## config.mk

```make
export PLATFORM = sky130hd
export DESIGN_NAME = mem_stage_sram
export DESIGN_NICKNAME = d
export VERILOG_FILES = /design/src/rtl/mem_stage_pkg.sv /design/src/rtl/sram_ctrl.sv /design/src/rtl/mem_stage_sram.sv
export SDC_FILE = /design/constraint.sdc
export NUM_CORES = 1
export LEC_CHECK = 0
export ABC_AREA = 1
export ABC_CLOCK_PERIOD_IN_PS = 1960
export BUFFER_PORTS_ARGS = -buffer_cell sky130_fd_sc_hd__clkbuf_2
export CAP_MARGIN = 20
export CORE_MARGIN = 3
export CORE_UTILIZATION = 39
export DETAILED_ROUTE_END_ITERATION = 12
export PLACE_DENSITY = 0.86
export SLEW_MARGIN = 15
export SYNTH_ARGS = -nofsm -noshare
export SYNTH_HDL_FRONTEND = slang
export SYNTH_SLANG_ARGS = --single-unit
```

## constraint.sdc

```tcl
create_clock -name clk -period 1.96 [get_ports clk]
set_input_delay 0.196 -clock clk [delete_from_list [all_inputs] [get_ports clk]]
set_output_delay 0.196 -clock clk [all_outputs]
set_load 0.02 [all_outputs]
```

## src/rtl/mem_stage_pkg.sv

```systemverilog
// mem_stage_pkg: shared FSM state type and default parameters for the SRAM memory stage
package mem_stage_pkg;
    typedef enum logic [1:0] {IDLE, LO, HI, DONE} state_t;
    localparam logic [31:0] DEF_BASE_ADDR = 32'd1024;
    localparam int DEF_SRAM_AW = 18;
    localparam int MAX_WAIT_CYCLES = 7;
endpackage

```

## src/rtl/sram_ctrl.sv

```systemverilog
// sram_ctrl: two-phase halfword sequencer for a 16-bit async SRAM, owns the pins and load data
// Optional MEM_STAGE_RANGE_CHECK_EN: adds an in-range qualifier and the registered addr_err flag
module sram_ctrl import mem_stage_pkg::*; #(
    parameter int WAIT_CYCLES = 1,
    parameter int SRAM_AW = DEF_SRAM_AW
) (
    input  logic clk,
    input  logic rst,
    input  logic req,
    input  logic wr,
`ifdef MEM_STAGE_RANGE_CHECK_EN
    input  logic ok,
    output logic addr_err,
`endif
    input  logic [SRAM_AW-2:0] word,
    input  logic [31:0] wdata,
    output logic done,
    output logic [31:0] mem_result,
    output logic [SRAM_AW-1:0] sram_addr,
    output logic [15:0] sram_dq_out,
    output logic sram_dq_oe,
    input  logic [15:0] sram_dq_in,
    output logic sram_we_n
);
    state_t state, state_nx;
    logic [2:0] cnt;
    logic in_ph, hi, last;
`ifndef MEM_STAGE_RANGE_CHECK_EN
    logic ok;
    assign ok = 1'b1;
`endif
    assign in_ph = state == LO || state == HI;
    assign hi = state == HI;
    assign last = cnt == 3'(WAIT_CYCLES);
    assign done = state == DONE;
    assign sram_addr = in_ph ? {word, hi} : '0;
    assign sram_dq_out = hi ? wdata[31:16] : wdata[15:0];
    assign sram_dq_oe = in_ph & wr & ok;
    assign sram_we_n = ~(sram_dq_oe & ~last);
    // next state: each phase lasts WAIT_CYCLES+1 cycles, DONE always falls back to IDLE
    always_comb begin
        state_nx = state == IDLE ? (req ? LO : IDLE) :
                   state == DONE ? IDLE :
                   last ? (hi ? DONE : HI) : state;
    end
    // state register
    always_ff @(posedge clk or negedge rst)
        if (!rst) state <= IDLE;
        else state <= state_nx;
    // phase counter, zero on entry to every phase
    always_ff @(posedge clk or negedge rst)
        if (!rst) cnt <= '0;
        else cnt <= (in_ph && !last) ? cnt + 3'd1 : 3'd0;
    // load data captured on the last cycle of each read phase
    always_ff @(posedge clk or negedge rst)
        if (!rst) mem_result <= '0;
        else if (in_ph && last && !wr) begin
            if (hi) mem_result[31:16] <= ok ? sram_dq_in : 16'd0;
            else mem_result[15:0] <= ok ? sram_dq_in : 16'd0;
        end
`ifdef MEM_STAGE_RANGE_CHECK_EN
    // error flag takes effect in DONE of each access
    always_ff @(posedge clk or negedge rst)
        if (!rst) addr_err <= 1'b0;
        else if (hi && last) addr_err <= ~ok;
`endif
endmodule

```

## src/rtl/mem_stage_sram.sv

```systemverilog
// mem_stage_sram: pipeline memory stage, 32-bit loads/stores over a 16-bit async SRAM with freeze
// Optional MEM_STAGE_RANGE_CHECK_EN: flags (addr_err) and suppresses accesses outside the SRAM window
module mem_stage_sram import mem_stage_pkg::*; #(
    parameter int WAIT_CYCLES = 1,
    parameter logic [31:0] BASE_ADDR = DEF_BASE_ADDR,
    parameter int SRAM_AW = DEF_SRAM_AW
) (
    input  logic clk,
    input  logic rst,
    input  logic wb_en_in,
    input  logic mem_r_en_in,
    input  logic mem_w_en_in,
    input  logic [31:0] alu_res_in,
    input  logic [31:0] val_rm_in,
    input  logic [3:0] dest_in,
    output logic wb_en_out,
    output logic mem_r_en_out,
    output logic [3:0] dest_out,
    output logic [31:0] alu_res_out,
    output logic [31:0] mem_result,
    output logic freeze,
    output logic [SRAM_AW-1:0] sram_addr,
    output logic [15:0] sram_dq_out,
    output logic sram_dq_oe,
    input  logic [15:0] sram_dq_in,
`ifdef MEM_STAGE_RANGE_CHECK_EN
    output logic addr_err,
`endif
    output logic sram_we_n
);
    logic [31:0] off;
    logic req, done, unused_bits;
    assign wb_en_out = wb_en_in;
    assign mem_r_en_out = mem_r_en_in;
    assign dest_out = dest_in;
    assign alu_res_out = alu_res_in;
    assign off = alu_res_in - BASE_ADDR;
    assign req = mem_r_en_in | mem_w_en_in;
    assign freeze = req & ~done;
`ifdef MEM_STAGE_RANGE_CHECK_EN
    logic ok;
    assign ok = off[31:SRAM_AW+1] == '0;
    assign unused_bits = ^off[1:0];
`else
    assign unused_bits = ^{off[31:SRAM_AW+1], off[1:0]};
`endif
    sram_ctrl #(.WAIT_CYCLES(WAIT_CYCLES), .SRAM_AW(SRAM_AW)) u_ctrl (
        .clk(clk),
        .rst(rst),
        .req(req),
        .wr(mem_w_en_in),
`ifdef MEM_STAGE_RANGE_CHECK_EN
        .ok(ok),
        .addr_err(addr_err),
`endif
        .word(off[SRAM_AW:2]),
        .wdata(val_rm_in),
        .done(done),
        .mem_result(mem_result),
        .sram_addr(sram_addr),
        .sram_dq_out(sram_dq_out),
        .sram_dq_oe(sram_dq_oe),
        .sram_dq_in(sram_dq_in),
        .sram_we_n(sram_we_n)
    );
endmodule

```

=== Yosys cells after proc, flatten, opt, wreduce, memory -nomap -nowiden ===
Index checks and enable logic that the tools add are counted.

* Output and inout port bits: 107
* Word-level logic and storage cells: 36
* Bits in registers: 37
* Bits of input ports: 89

* Mux-type cells: 8
* Reduce and logical (&&, ||, !) cells: 10
* $add $sub $neg: 2
* Eq/ne operators: 4
* Bitwise operators: 8

{| class="wikitable"
|+ Operator list
! kind !! count
|-
| 19-bit by 11-bit subtractor with 19-bit output (second input constant) || 1
|-
| 18-bit two-way mux || 1
|-
| 16-bit two-way mux || 1
|-
| 2-bit two-way mux || 3
|-
| 2-bit == test (second input constant) || 2
|-
| 1-bit NOT || 4
|-
| 2-bit AND reduction || 2
|-
| 3-bit by 1-bit adder with 3-bit output (second input constant) || 1
|-
| 1-bit AND || 3
|-
| 3-bit by 1-bit == test with 1-bit output (second input constant) || 1
|-
| 1-bit logical AND || 3
|-
| 3-bit two-way mux || 1
|-
| 3-bit nonzero test || 1
|-
| 2-bit by 1-bit == test with 1-bit output (second input constant) || 1
|-
| 1-bit zero test || 2
|-
| 2-bit zero test || 1
|-
| 1-bit two-way mux || 2
|-
| 1-bit logical OR || 1
|-
| 1-bit bitwise OR || 1
|}

=== Logic depth before layout (Yosys ltp) ===
* Depth in word-level cells: 5
* Depth in mapped cells: 8
* Gate-level depth less buffers: 8

=== Cells and area by module ===
A second synthesis with hierarchy kept.

* Cells, all modules: 346
* Area, all modules: 2451.1 um^2

{| class="wikitable"
|+ Modules (own cells, without submodules)
! module !! cells each !! times used !! area each (um^2)
|-
| sram_ctrl || 265 || 1 || 1960.6
|-
| mem_stage_sram || 81 || 1 || 490.5
|}

=== Least setup slack after synthesis ===
No wires, ideal clock.

* Path kind: reg2out
* Start point: register u_ctrl.state[0]
* End point: output sram_dq_out[0]
* Setup slack: 0.230 ns
* Cell stages (with the launch flop): 8
* Arrival time: 1.534 ns
* Data required time: 1.764 ns
* Cells stage by stage: dfrtp_1 inv_1 ha_1 clkbuf_1 inv_1 clkbuf_1 nand2_1 nand2_1

* Word-level cells in the longest chain between the ends: 2

{| class="wikitable"
|+ RTL lines
! what !! RTL line !! source
|-
| start, declared || sram_ctrl.sv:25 || <nowiki>state_t state, state_nx;</nowiki>
|-
| start signal, assigned || sram_ctrl.sv:49 || <nowiki>else state <= state_nx;</nowiki>
|-
| 2-bit == test || sram_ctrl.sv:33 || <nowiki>assign hi = state == HI;</nowiki>
|-
| 16-bit two-way mux || sram_ctrl.sv:37 || <nowiki>assign sram_dq_out = hi ? wdata[31:16] : wdata[15:0];</nowiki>
|-
| end, declared || mem_stage_sram.sv:23 || <nowiki>output logic [15:0] sram_dq_out,</nowiki>
|}

No other way between the ends.

=== Final worst setup path ===
* Start point: register u_ctrl.state[0]
* End point: output sram_dq_out[11]

Same word-level chain as after synthesis.

==> results.cfg <==
[global_route]
grt_max_degree = 36
track_usage_pct = 17.9
grt_pass1_vias = 2051
grt_overflow_total = 0
grt_pass1_wl_mm = 9.54
antenna_found_initial = 0

[route]
routedWlPerCell_um = 13.0
avgViaCountPerCell = 4.76
drc = 0
drt_iter0_markers = 186
dr_total_vias = 2470
wl_mm = 6.77
drt_pass1_iterations = 4
ant_nets = 0

[timing]
max_freq_ghz = 0.545
finalCritPeriodShare_pct = 93.7
slew_viol_final = 0
finalClockSkew_ps = 2.76
hold_violations = 0
finalCriticalPeriod_ps = 1840
fin_setup_tns_ps = 0
slew_headroom_pct = 68.1
rsz0062_at_grt = no
setup_viol = 0
tightest_slew_ps = 479

[yosys]
yosys.area.top_type = dfrtp_1
synth_cells = 325
syn_area_um2 = 2300
synth_top_area_share_pct = 40.3
synth_cell_types = 18
syn_nets = 420
ys_warn_count = 0
syn_avg_cell_area_um2 = 7.08
ys_seq_area_share_pct = 40.3
synth.ff_latch_count = 37
yosys-top-cells-area = dfrtp_1 40%, nand2_1 22%, buf_4 12%, nand3_1 7.8%, inv_1 3.8%

[floorplan]
ios = 196
start_util_pct = 41.0
die_w_um = 82.8
die_area_um2 = 6850
row_count = 27
core-area_um2 = 5610
die_height_um = 82.8

[setup_path]
cp_cell_sequence = inv_1, ha_2, buf_12, nand2_1, nand2_1, clkbuf_2
slowest_stage = dfrtp_1
r2r-end = u_ctrl.mem_result[15]$_DFFE_PN0P_
critPathCaptureType = primary output
cp_slowest_stage_delay_ps = 390
reg2reg_depth = 7
r2r_slack_ps = 280
crit_type = flop to primary output
r2r_start = u_ctrl.state[1]$_DFFE_PN0P_
cp-start-kind = flop
crit_start = u_ctrl.state[0]$_DFFE_PN0P_
critPathMostFrequentCell = nand2_1
crit_required_ps = 1760
critPathArrivalTime_ps = 1640
path_max_fanout = 35

[run_status]
status = complete, no violations

[placed_design]
dp_hpwl_mm = 5.49
portBuffers = 155
placed_cell_area_um2 = 2890
gp_congestion = 0.766
place_inst = 509

[worst_hold_path]
hp-start = sram_dq_in[12]
hold_depth = 3
hold_end = u_ctrl.mem_result[28]$_DFFE_PN0P_
min_path_type = input pin to flop

[layout]
drive_above_1_share_pct = 39.8
finalInstanceArea_um2 = 3020
layout_common_cells = 155 x clkbuf_2, 136 x nand2_1, 37 x dfrtp_1
final_common_cell = clkbuf_2
diodes = 0
area_delta_synth_final_pct = 31.1
nFillCells = 549
fin_cells = 519
nNetsFinal = 542

[pwr]
vdd_drop_max_uv = 799
p_leak_nw = 1.92
cellPowerDensity_nw_per_um2 = 1550
total_power_mw = 4.66

[clocking]
clkSinkCount = 37
htree_levels = 2
clk_path_buf_depth = 2
cts_tree = built
cts_made_buffers = 5
clock_latency_ps = 280
root_buffer = clkbuf_8
clk_pin_slew_ps = 70

[flow_run]
drv_cap = 0
## cell type report
type | count | area, um^2 | share of cell area [%]
multi-input combinational | 213 | 946 | 31.4
sequential | 37 | 926 | 30.7
timing repair buffer | 165 | 866 | 28.7
inverter | 24 | 93.8 | 3.11
tap | 72 | 90.1 | 2.99
clock buffer | 7 | 86.3 | 2.86
timing repair inverter | 1 | 7.51 | 0.249
## worst max path at each step
stage | endpoint | depth (start not counted)
floorplan | sram_dq_out[0] | 7
global route | sram_dq_out[11] | 6
global placement | u_ctrl.mem_result[16]$_DFFE_PN0P_ | 7
CTS | sram_dq_out[11] | 6
detailed placement | u_ctrl.mem_result[15]$_DFFE_PN0P_ | 6
finish | sram_dq_out[11] | 6
## critical path, delay by kind of cell, from the launching register on
family,cells,cell delay (ps)
DFF,1,390
buffers and inverters,3,490
adders and majority gates,1,280
and+or+nand+nor,2,190
## power breakdown
group / leakage [nW] / internal, mW / switching (mW)
Combinational: 1.41 / 0.891 / 1.95
Sequential: 0.472 / 1.10 / 0.199
Clock: 0.0443 / 0.279 / 0.254
Total: 1.92 / 2.27 / 2.40
## metrics by stage
step                      hold slack (ps)  setup WS [ps]  util [%]
after floorplan                     -99.6            230         -
final                                 158            124      53.8
after global placement                167            339      51.5
after global routing                  164           19.2      53.8
after detailed placement              174            238      51.5
after CTS                             146           3.07      53.2
## registers in the layout (all words and copies together), names as in the netlist
name               count
u_ctrl.mem_result     32
u_ctrl.cnt             3
u_ctrl.state           2
## synthesized netlist by cell type
| master | instances |
|---|---|
| o21ai_0 | 3 |
| nor3_4 | 1 |
| or2_2 | 1 |
| a21oi_1 | 3 |
| xor2_1 | 2 |
| inv_1 | 23 |
| nand2_1 | 136 |
| o211ai_1 | 1 |
| buf_2 | 5 |
| nand3_1 | 36 |
| nor2_1 | 21 |
| inv_2 | 1 |
| clkbuf_1 | 8 |
| buf_4 | 38 |
| nand2_2 | 2 |
| dfrtp_1 | 37 |
| xnor2_1 | 1 |
| ha_1 | 6 |
## logic make-up after synthesis
family | count (synthesis) | synth area share, %
and+or+nand+nor | 197 | 35.0
xor gates and xnor gates | 3 | 1.14
adders and majority gates | 6 | 3.26
buffers and inverters | 75 | 18.7
AOI/OAI and AO/OA | 7 | 1.63
DFF | 37 | 40.3
## per-layer routing
metal	vias to the layer above	GRT usage [%]	wire, um
met5	-	0	0
met4	0	5.56	92
met3	11	4.00	722
met2	146	29.3	3340
met1	1110	23.6	2610
li1	1203	-	-
## what timing repair did
action	in CTS	in global routing
resized for setup	0	6
endpoints found under the hold margin	18	0
setup endpoints to repair	0	16
hold buffers	1	0
setup buffers	0	1
Note: power is estimated with default switching activity, not from simulation.
